**src/rtl/alu_arbiter.sv**
```systemverilog
// Round-robin arbiter/sequencer in front of a shared 8-bit registered ALU (one op per 3 cycles).
// Optional per-requester ACK counters are enabled by defining ALU_ARB_COUNT_EN.
module alu_arbiter (
  input  logic       CLK,
  input  logic       RESET,
  input  logic       REQ_0,
  input  logic       REQ_1,
  input  logic [7:0] A_0,
  input  logic [7:0] B_0,
  input  logic [7:0] A_1,
  input  logic [7:0] B_1,
  input  logic [3:0] OP_0,
  input  logic [3:0] OP_1,
  output logic       ACK_0,
  output logic       ACK_1,
  output logic [7:0] RESULT_0,
  output logic [7:0] RESULT_1,
  output logic [7:0] ALU_IN_A,
  output logic [7:0] ALU_IN_B,
  output logic [3:0] ALU_OP,
  input  logic [7:0] ALU_RESULT,
  output logic       BUSY,
`ifdef ALU_ARB_COUNT_EN
  output logic [15:0] OP_COUNT_0,
  output logic [15:0] OP_COUNT_1,
`endif
  output logic       GNT_ID
);

  typedef enum logic [1:0] {IDLE, ISSUE, CAPTURE} state_t;

  state_t state_reg, state_next;
  logic   last_reg;
  logic   elig_0, elig_1, grant, winner;

  // A requester's REQ is ignored during its own ACK cycle.
  assign elig_0 = REQ_0 & ~ACK_0;
  assign elig_1 = REQ_1 & ~ACK_1;
  assign grant  = (state_reg == IDLE) & (elig_0 | elig_1);
  assign winner = (elig_0 & elig_1) ? ~last_reg : elig_1;
  assign BUSY   = (state_reg != IDLE);

  always_ff @(posedge CLK or posedge RESET) begin
    if (RESET) state_reg <= IDLE;
    else       state_reg <= state_next;
  end

  always_comb begin
    state_next = state_reg;
    case (state_reg)
      IDLE:    if (grant) state_next = ISSUE;
      ISSUE:   state_next = CAPTURE;
      CAPTURE: state_next = IDLE;
      default: state_next = IDLE;
    endcase
  end

  always_ff @(posedge CLK or posedge RESET) begin
    if (RESET) begin
      ACK_0    <= 1'b0;
      ACK_1    <= 1'b0;
      RESULT_0 <= 8'h00;
      RESULT_1 <= 8'h00;
      ALU_IN_A <= 8'h00;
      ALU_IN_B <= 8'h00;
      ALU_OP   <= 4'h0;
      GNT_ID   <= 1'b0;
      last_reg <= 1'b1;
    end else begin
      ACK_0 <= 1'b0;
      ACK_1 <= 1'b0;
      if (grant) begin
        ALU_IN_A <= winner ? A_1  : A_0;
        ALU_IN_B <= winner ? B_1  : B_0;
        ALU_OP   <= winner ? OP_1 : OP_0;
        GNT_ID   <= winner;
        last_reg <= winner;
      end
      // ALU output registered at the end of ISSUE is valid throughout CAPTURE.
      if (state_reg == CAPTURE) begin
        if (GNT_ID) begin
          RESULT_1 <= ALU_RESULT;
          ACK_1    <= 1'b1;
        end else begin
          RESULT_0 <= ALU_RESULT;
          ACK_0    <= 1'b1;
        end
      end
    end
  end

`ifdef ALU_ARB_COUNT_EN
  always_ff @(posedge CLK or posedge RESET) begin
    if (RESET) begin
      OP_COUNT_0 <= 16'h0000;
      OP_COUNT_1 <= 16'h0000;
    end else if (state_reg == CAPTURE) begin
      if (GNT_ID) OP_COUNT_1 <= OP_COUNT_1 + 16'h0001;
      else        OP_COUNT_0 <= OP_COUNT_0 + 16'h0001;
    end
  end
`endif

endmodule
```
**config.mk**
```make
export PLATFORM = sky130hd
export DESIGN_NAME = alu_arbiter
export DESIGN_NICKNAME = d
export VERILOG_FILES = /design/src/rtl/alu_arbiter.sv
export SDC_FILE = /design/constraint.sdc
export NUM_CORES = 1
export LEC_CHECK = 0
export BUFFER_PORTS_ARGS = -buffer_cell sky130_fd_sc_hd__buf_2
export CAP_MARGIN = 15
export CORE_UTILIZATION = 51
export DETAILED_ROUTE_END_ITERATION = 8
export GPL_ROUTABILITY_DRIVEN = 0
export PLACE_DENSITY = 0.84
export SETUP_SLACK_MARGIN = 0.5
export SKIP_CTS_REPAIR_TIMING = 1
export SYNTH_ARGS = -nofsm -noshare
export SYNTH_HDL_FRONTEND = slang
export SYNTH_SLANG_ARGS = --single-unit
```
**constraint.sdc**
```tcl
create_clock -name CLK -period 2.2 [get_ports CLK]
set_input_delay 0.22 -clock CLK [delete_from_list [all_inputs] [get_ports CLK]]
set_output_delay 0.22 -clock CLK [all_outputs]
set_load 0.02 [all_outputs]
```
==> Flow_metrics.wiki, run 1 <==
{| class="wikitable"
! Metric !! Value
|-
| Run status || completed
|-
| Arrival time at the worst endpoint || approximately 1.8 ns
|-
| Slew margin rel. || 67.3%
|-
| TritonCTS Buffers || 5
|-
| Clock tree root buffer cell || clkbuf_8
|-
| Vias in the first global route || 1695
|-
| Launching element type of the critical path || register
|-
| Die Width || between 60 and 70 um
|-
| Initial antenna violation count || 0
|-
| Final worst path period share || ~72%
|-
| Mapped Cells || about 170
|-
| Number of sinks driven by the clock tree || 42
|-
| # nets final || around 310
|-
| Remaining antenna violation count after routing || 0
|-
| Area growth from synthesis to layout || 28.8%
|-
| Antenna diode count || 0
|-
| Final standard cell utilization of the core || 70.4%
|-
| Initial DRT Pass Iterations || 4
|-
| DR vias/cell || 5.74
|-
| Pwr Density || 1570 nW/um^2
|-
| Clock period minus worst slack || ~1.6 ns
|-
| Worst EP required || ~2.4 ns
|-
| Number of port buffers || ~90
|-
| Number of hold violations in the final report || 0
|-
| Leakage power || approximately 1.4 nW
|-
| DRC violation count after routing || 0
|-
| Starting density of the core || a little over half
|-
| Routed length on met2 || between 2 and 3 mm
|-
| Commonest non-fill, non-tap cells in the layout || buf_2 (91), dfrtp_1 (41), and3b_1 (21), o21ai_0 (19), a2bb2oi_2 (19)
|-
| Area of the placeable core || 4120 sq um
|-
| Setup TNS || 0 ns
|-
| Met3 wire len || ~330 um
|-
| Maximum achievable frequency || around 630 MHz
|-
| Hpwl dp || 3.75 mm
|-
| Total wire length after detailed routing || approximately 5 mm
|-
| Fraction of layout instances using a drive strength above 1 || slightly above 60%
|-
| Initial DRC count || 91
|-
| Clock Latency Late Sink || around 0.29 ns
|-
| Total gr overflow || 0
|-
| Boundary pin count || between 90 and 100
|-
| # H-tree levels || 2
|-
| Maximum number of pins on one net before global-route repair || 23
|-
| Global-route wire length before repair || about 7.9 mm
|-
| Met1 wire length || 2.12 mm
|-
| Yosys cell types || 22
|-
| GRT Total Usage || 23.2%
|-
| Kind of path behind the tightest hold check || primary input to register
|-
| Unrepaired setup endpoints after global routing || no
|-
| Share of synthesized flip-flops with an asynchronous set or reset || between 90% and 100%
|-
| Die height || roughly 68 um
|-
| Most frequently used flop master after synthesis || dfrtp_1
|-
| Pin slew with the least headroom to its limit || just under 0.5 ns
|-
| Area of the die || roughly 4700 sq um
|-
| Routed wire length per instance || between 15 and 20 um
|-
| Pins Over Slew Limit || 0
|-
| Number of flops mapped to enable cells by yosys || 0
|-
| Number of rows in the core area || 23
|-
| Capturing element type of the critical path || register
|-
| Maximum buffer depth of the clock tree || 2
|-
| Max-cap violations || 0
|-
| #FFs+latches synth || between 40 and 50
|-
| Count of vias placed by the detailed router || roughly 1800
|-
| Critical path type || register to register
|-
| Summed instance area of the synthesized netlist || ~2200 sq um
|-
| Leading cell type in the layout, fill and taps excluded || buf_2
|-
| Peak VDD IR || 0.870 mV
|-
| Max Used Layer || met4
|-
| Worst hold slack after final layout || around 0.17 ns
|-
| Clock tree from TritonCTS || built
|-
| Sequential share of the synthesized area || a little under half
|-
| Post-synth net total || ~220
|-
| Number of failing setup endpoints in the final timing report || 0
|-
| Clock slew seen by the registers of the worst setup and hold paths || roughly 0.08 ns
|-
| Synthesis warning total || 0
|-
| Synthesized area per cell || between 10 and 15 sq um
|-
| Worst clock skew on the final layout || approximately 0.0087 ns
|-
| CP max FO || 22
|}
[logic make-up (layout without fill, tap and decap cells)]
kind of cell | after synthesis | count (layout) | share of synthesized area, %
and+or+nand+nor | 29 | 29 | 10.7
muxes | 18 | 18 | 9.01
DFF | 42 | 42 | 46.8
AOI/OAI and AO/OA | 61 | 61 | 28.8
buffers and inverters | 21 | 112 | 4.67
[power breakdown]
group | internal (mW) | switching (mW) | total (mW)
Sequential | 1.17 | 0.242 | 1.41
Combinational | 1.09 | 1.29 | 2.38
Clock | 0.484 | 0.262 | 0.746
[cells in the mapped netlist (2+ instances only)]
cell / count / area share, %
dfrtp_1: 41 / 46
nand3b_1: 2 / 0.67
a221oi_1: 10 / 3.9
clkbuf_1: 8 / 1.3
inv_1: 2 / 0.33
buf_6: 2 / 1.0
a2bb2oi_2: 19 / 13
mux2_2: 18 / 9.0
o21ai_0: 19 / 4.2
a221oi_2: 10 / 6.7
buf_2: 9 / 2.0
and3b_1: 21 / 8.2
[worst paths after layout]
kind / startpoint / to / slack (ns) / cells past startpoint
max: state_reg[1]$_DFFE_PP0P_ / ALU_IN_A[7]$_DFFE_PP0P_ / 0.62 / 4
min: ALU_RESULT[7] / RESULT_1[7]$_DFFE_PP0P_ / 0.17 / 2
max reg2reg: state_reg[1]$_DFFE_PP0P_ / ALU_IN_A[7]$_DFFE_PP0P_ / 0.62 / 4
min reg2reg: state_reg[1]$_DFFE_PP0P_ / state_reg[1]$_DFFE_PP0P_ / 0.48 / 1
max in group asynchronous: RESET / last_reg$_DFFE_PP1P_ / 1.29 / 4
min in group asynchronous: RESET / RESULT_0[4]$_DFFE_PP0P_ / 0.36 / 3
[per-stage QoR]
stage	instance area, sq um	worst slack, ns	total power [mW]	instances
2_1_floorplan	2250	0.818	3.20	171
3_3_place_gp	2740	0.679	3.74	303
3_5_place_dp	2740	0.626	3.82	303
4_1_cts	2890	0.625	4.57	311
5_1_grt	2900	0.543	4.80	312
6_report	2900	0.621	4.54	312
[cell type report]
type                    instances  area [sq um]
fillers                       323          1220
multi-input cells             108          1090
flip-flops and latches         42          1050
repair buffers                102           541
clock buffers                   6          82.6
well taps                      50          62.6
clock inverters                 2          60.1
inverters                       2          7.51
[critical path: stages (launching register included)]
cell	delay, ns
dfrtp_1	0.41
or2_4	0.37
a21oi_4	0.19
buf_4	0.35
a2bb2oi_1	0.18
[routing by layer]
layer / global-route usage [%] / vias up
met3: 6.00 / 8
met2: 37.9 / 70
met1: 29.3 / 875
met4: 8.85 / 0
met5: 0 / -
li1: - / 839
Power figures use the tool's default switching activity.
==> run 2, diff against run 1 <==
Settings changed: ABC_AREA set to 1, CORE_UTILIZATION 51 to 47, PLACE_DENSITY 0.84 to 0.79.
Clock period 2.2 ns to 1.65 ns, I/O delays scaled along.
==> run 2 against run 1 <==
Against the previous run: the flow now finishes with violations (hold timing); worst hold slack worse by 0.25 ns; clock power is 7.1% lower; register-to-register slack worse by 0.24 ns; critical endpoint unchanged; non-clock buffer count up 3; cell count rose by 33%; sequential share of layout area decreased by 1.2 points; clock skew is 0.0041 ns higher; largest power group unchanged.
==> Flow_metrics.wiki, run 2 <==
{| class="wikitable"
! Metric !! Value
|-
| DRC violation count after routing || 0 (unchanged)
|-
| Clock tree from TritonCTS || built
|-
| Boundary pin count || 92 (unchanged)
|-
| Path depth of the worst reg2reg path || 6 (+2)
|-
| Leakage power || 1.77 nW (+31%)
|-
| # nets final || 413 (+32%)
|-
| Multiplexer share of the synthesized area || 0% (-9.0 points)
|-
| Number of hold violations in the final report || 25 (+25)
|-
| Reg2reg end || ALU_IN_A[7]$_DFFE_PP0P_
|-
| Dominant combinational cell family by area after synthesis || simple AND/OR/NAND/NOR gates
|-
| Complex-gate fraction of the synthesized area || 6.78% (-22 points)
|-
| Dpl cell area || 2610 sq um (-4.8%)
|-
| Unrepaired setup endpoints after global routing || yes
|-
| Share of synthesized flip-flops with an asynchronous set or reset || 100% (unchanged)
|-
| Antenna diode count || 0 (unchanged)
|-
| Commonest non-fill, non-tap cells in the layout || buf_2 (90), nand2_1 (65), inv_1 (54), dfrtp_1 (39), nand3_1 (21)
|-
| Clock Latency Late Sink || 0.30 ns (about the same)
|-
| Maximum achievable frequency || 785 MHz (+24%)
|-
| Initial DRC count || 120 (+32%)
|-
| Pwr Density || 1890 nW/um^2 (+21%)
|-
| Synthesis warning total || 0 (unchanged)
|-
| Area growth from synthesis to layout || 40.4%
|-
| Fill count || 323 (unchanged)
|-
| Kind of path behind the tightest hold check || primary input to async pin
|-
| Reg2reg start || last_reg$_DFFE_PP1P_
|-
| Synthesized area per cell || 8.27 sq um (-37%)
|-
| Worst clock skew on the final layout || 0.0127 ns (+0.00408 ns)
|-
| Sequential share of the synthesized area || 49.1% (+2.3 points)
|-
| Initial DRT Pass Iterations || 4 (unchanged)
|-
| Dominant cell type by area after synthesis || dfrtp_1
|-
| GRT Total Usage || 20.5% (-2.8 points)
|-
| Area of the die || 4830 sq um (+3.3%)
|-
| Peak VDD IR || 1.06 mV (+22%)
|-
| Pin slew with the least headroom to its limit || 0.591 ns (+0.102 ns)
|-
| Synthesized-area fraction occupied by xor and xnor cells || 0% (unchanged)
|-
| Final worst path period share || 77.2% (+5.4 points)
|-
| Share of the synthesized area in the top cell type || 47.9% (+2.3 points)
|-
| Vias in the first global route || 1826 (+7.7%)
|-
| Clock slew seen by the registers of the worst setup and hold paths || 0.09 ns (about the same)
|-
| Number of failing setup endpoints in the final timing report || 0 (unchanged)
|-
| Final instance area || 3010 sq um (+3.8%)
|-
| Remaining antenna violation count after routing || 0 (unchanged)
|-
| Routed wire length per instance || 13.3 um (-18%)
|-
| Clock tree root buffer cell || clkbuf_8
|-
| DR vias/cell || 4.86 (-15%)
|-
| Launching element type of the critical path || register
|-
| Mapped Cells || 259 (+51%)
|-
| Maximum number of pins on one net before global-route repair || 28 (+22%)
|-
| Worst EP required || 1.85 ns (-0.57 ns)
|-
| Top cells by area in the synthesized netlist || dfrtp_1 (48%), nand2_1 (14%), inv_1 (10%), nand3_1 (7.5%), o21ai_2 (6.5%)
|-
| Clock period minus worst slack || 1.27 ns (-0.305 ns)
|-
| Maximum buffer depth of the clock tree || 2 (unchanged)
|-
| Max-cap violations || 0 (unchanged)
|-
| Hpwl dp || 3.46 mm (-7.7%)
|-
| Fraction of layout instances using a drive strength above 1 || 49.7% (-11 points)
|-
| Design Power || 5.70 mW (+26%)
|-
| Post-synthesis share of cell area spent on full adders, half adders and majority gates || 0% (unchanged)
|-
| Minimum setup slack among reg-to-reg paths || 0.38 ns (-0.24 ns)
|-
| Capturing element type of the critical path || register
|-
| Most repeated cell in the gate-level netlist after synthesis || nand2_1
|-
| Post-synth net total || 311 (+39%)
|-
| CP max FO || 5 (-77%)
|-
| Number of flops mapped to enable cells by yosys || 0 (unchanged)
|-
| Number of rows in the core area || 24 (+4.3%)
|-
| #FFs+latches synth || 42 (unchanged)
|-
| Run status || finished, violations left
|-
| # H-tree levels || 2 (unchanged)
|-
| Area of the placeable core || 4350 sq um (+5.8%)
|-
| Most frequently used flop master after synthesis || dfrtp_1
|-
| Met1 wire length || 2.20 mm (+4.0%)
|-
| Initial antenna violation count || 0 (unchanged)
|-
| Starting density of the core || 49.2% (-5.4 points)
|-
| Routed length on met2 || 2.81 mm (+9.9%)
|-
| Met3 wire len || 329 um (-0.30%)
|-
| Count of vias placed by the detailed router || 2013 (+12%)
|-
| Critical path type || register to register
|-
| Summed instance area of the synthesized netlist || 2140 sq um (-4.7%)
|-
| Total wire length after detailed routing || 5.53 mm (+8.8%)
|-
| Failing checks || hold timing
|-
| Area share of and/or/nand/nor cells after synthesis || 29.5% (+19 points)
|-
| Arrival time at the worst endpoint || 1.47 ns (-0.33 ns)
|-
| Global-route wire length before repair || 7.85 mm (-0.61%)
|-
| Yosys cell types || 20 (-9.1%)
|-
| Max Used Layer || met4
|-
| Number of port buffers || 91 (unchanged)
|-
| Setup TNS || 0 ns (unchanged)
|-
| Die height || 69.5 um (+1.6%)
|-
| Total gr overflow || 0 (unchanged)
|-
| Worst hold slack after final layout || -0.0765 ns (-0.250 ns)
|-
| Slew margin rel. || 60.5% (-6.8 points)
|-
| TritonCTS Buffers || 5 (unchanged)
|-
| Number of sinks driven by the clock tree || 42 (unchanged)
|-
| Leading cell type in the layout, fill and taps excluded || buf_2
|-
| Die Width || 69.5 um (+1.6%)
|-
| Most common library cells after synthesis || nand2_1 (82), inv_1 (57), dfrtp_1 (41), nand3_1 (32), o21ai_2 (16)
|-
| Pins Over Slew Limit || 0 (unchanged)
|}
==> run 2: cell types whose count changed after synthesis, moves of 7 or more <==
cell and delta:
a221oi_1 -10, a221oi_2 -10, a2bb2oi_2 -19, and3b_1 -21, clkbuf_1 -7, inv_1 +55
mux2_2 -18, nand2_1 +82, nand3_1 +32, nand3_2 +9, o21ai_0 -18, o21ai_2 +16
==> run 2: metrics by stage <==
| stage | std cells | setup WS (ns) | utilization (%) |
|---|---|---|---|
| 2_1_floorplan | 259 | 0.496 | - |
| 3_3_place_gp | 395 | 0.332 | 60.0 |
| 3_5_place_dp | 395 | 0.259 | 60.0 |
| 4_1_cts | 403 | 0.247 | 62.2 |
| 5_1_grt | 414 | 0.343 | 69.1 |
| 6_report | 414 | 0.376 | 69.1 |
==> run 2: logic make-up after synthesis <==
kind of cell           Yosys count
AO/OA/AOI/OAI                   17
buffers and inverters           70
flip-flops                      42
AND/OR/NAND/NOR                130
==> run 2: worst max-delay path: stages (launching register included) <==
cell and delay (ns):
dfstp_2 0.57, nand3_4 0.09, nand2_4 0.14, clkbuf_16 0.18, nand2_2 0.07, nand3_2 0.08, nand2_1 0.05
==> run 2: layer usage <==
layer  up-vias  track usage [%]
li1        989                -
met1       926             24.8
met2        81             34.7
met3        17             4.80
met4         0             8.84
met5         -                0
==> run 2: how the worst max path moves through the flow <==
stage	slack [ns]	cells past startpoint	start	to
2_1_floorplan	0.50	6	last_reg$_DFFE_PP1P_	ALU_IN_B[0]$_DFFE_PP0P_
3_3_place_gp	0.33	4	state_reg[1]$_DFFE_PP0P_	GNT_ID$_DFFE_PP0P_
3_5_place_dp	0.26	5	state_reg[1]$_DFFE_PP0P_	ALU_IN_A[3]$_DFFE_PP0P_
4_1_cts	0.25	5	state_reg[1]$_DFFE_PP0P_	ALU_IN_A[1]$_DFFE_PP0P_
5_1_grt	0.34	6	last_reg$_DFFE_PP1P_	ALU_IN_B[2]$_DFFE_PP0P_
6_report	0.38	6	last_reg$_DFFE_PP1P_	ALU_IN_A[7]$_DFFE_PP0P_
==> run 2: area by class of cell <==
type / count / area, sq um / area share (%)
clock buffer: 6 / 82.6 / 2.75
clock inverter: 2 / 12.5 / 0.416
inverter: 58 / 234 / 7.78
multi-input combinational: 149 / 945 / 31.4
sequential: 42 / 1050 / 35.1
tap: 52 / 65.1 / 2.16
timing repair buffer: 105 / 613 / 20.4
==> run 2: report_power, final <==
part | leakage, nW | internal, mW | switching (mW) | total [mW]
Clock | 0.0472 | 0.336 | 0.357 | 0.693
Combinational | 1.21 | 1.12 | 2.00 | 3.12
Sequential | 0.512 | 1.55 | 0.328 | 1.88
Total | 1.77 | 3.01 | 2.69 | 5.70
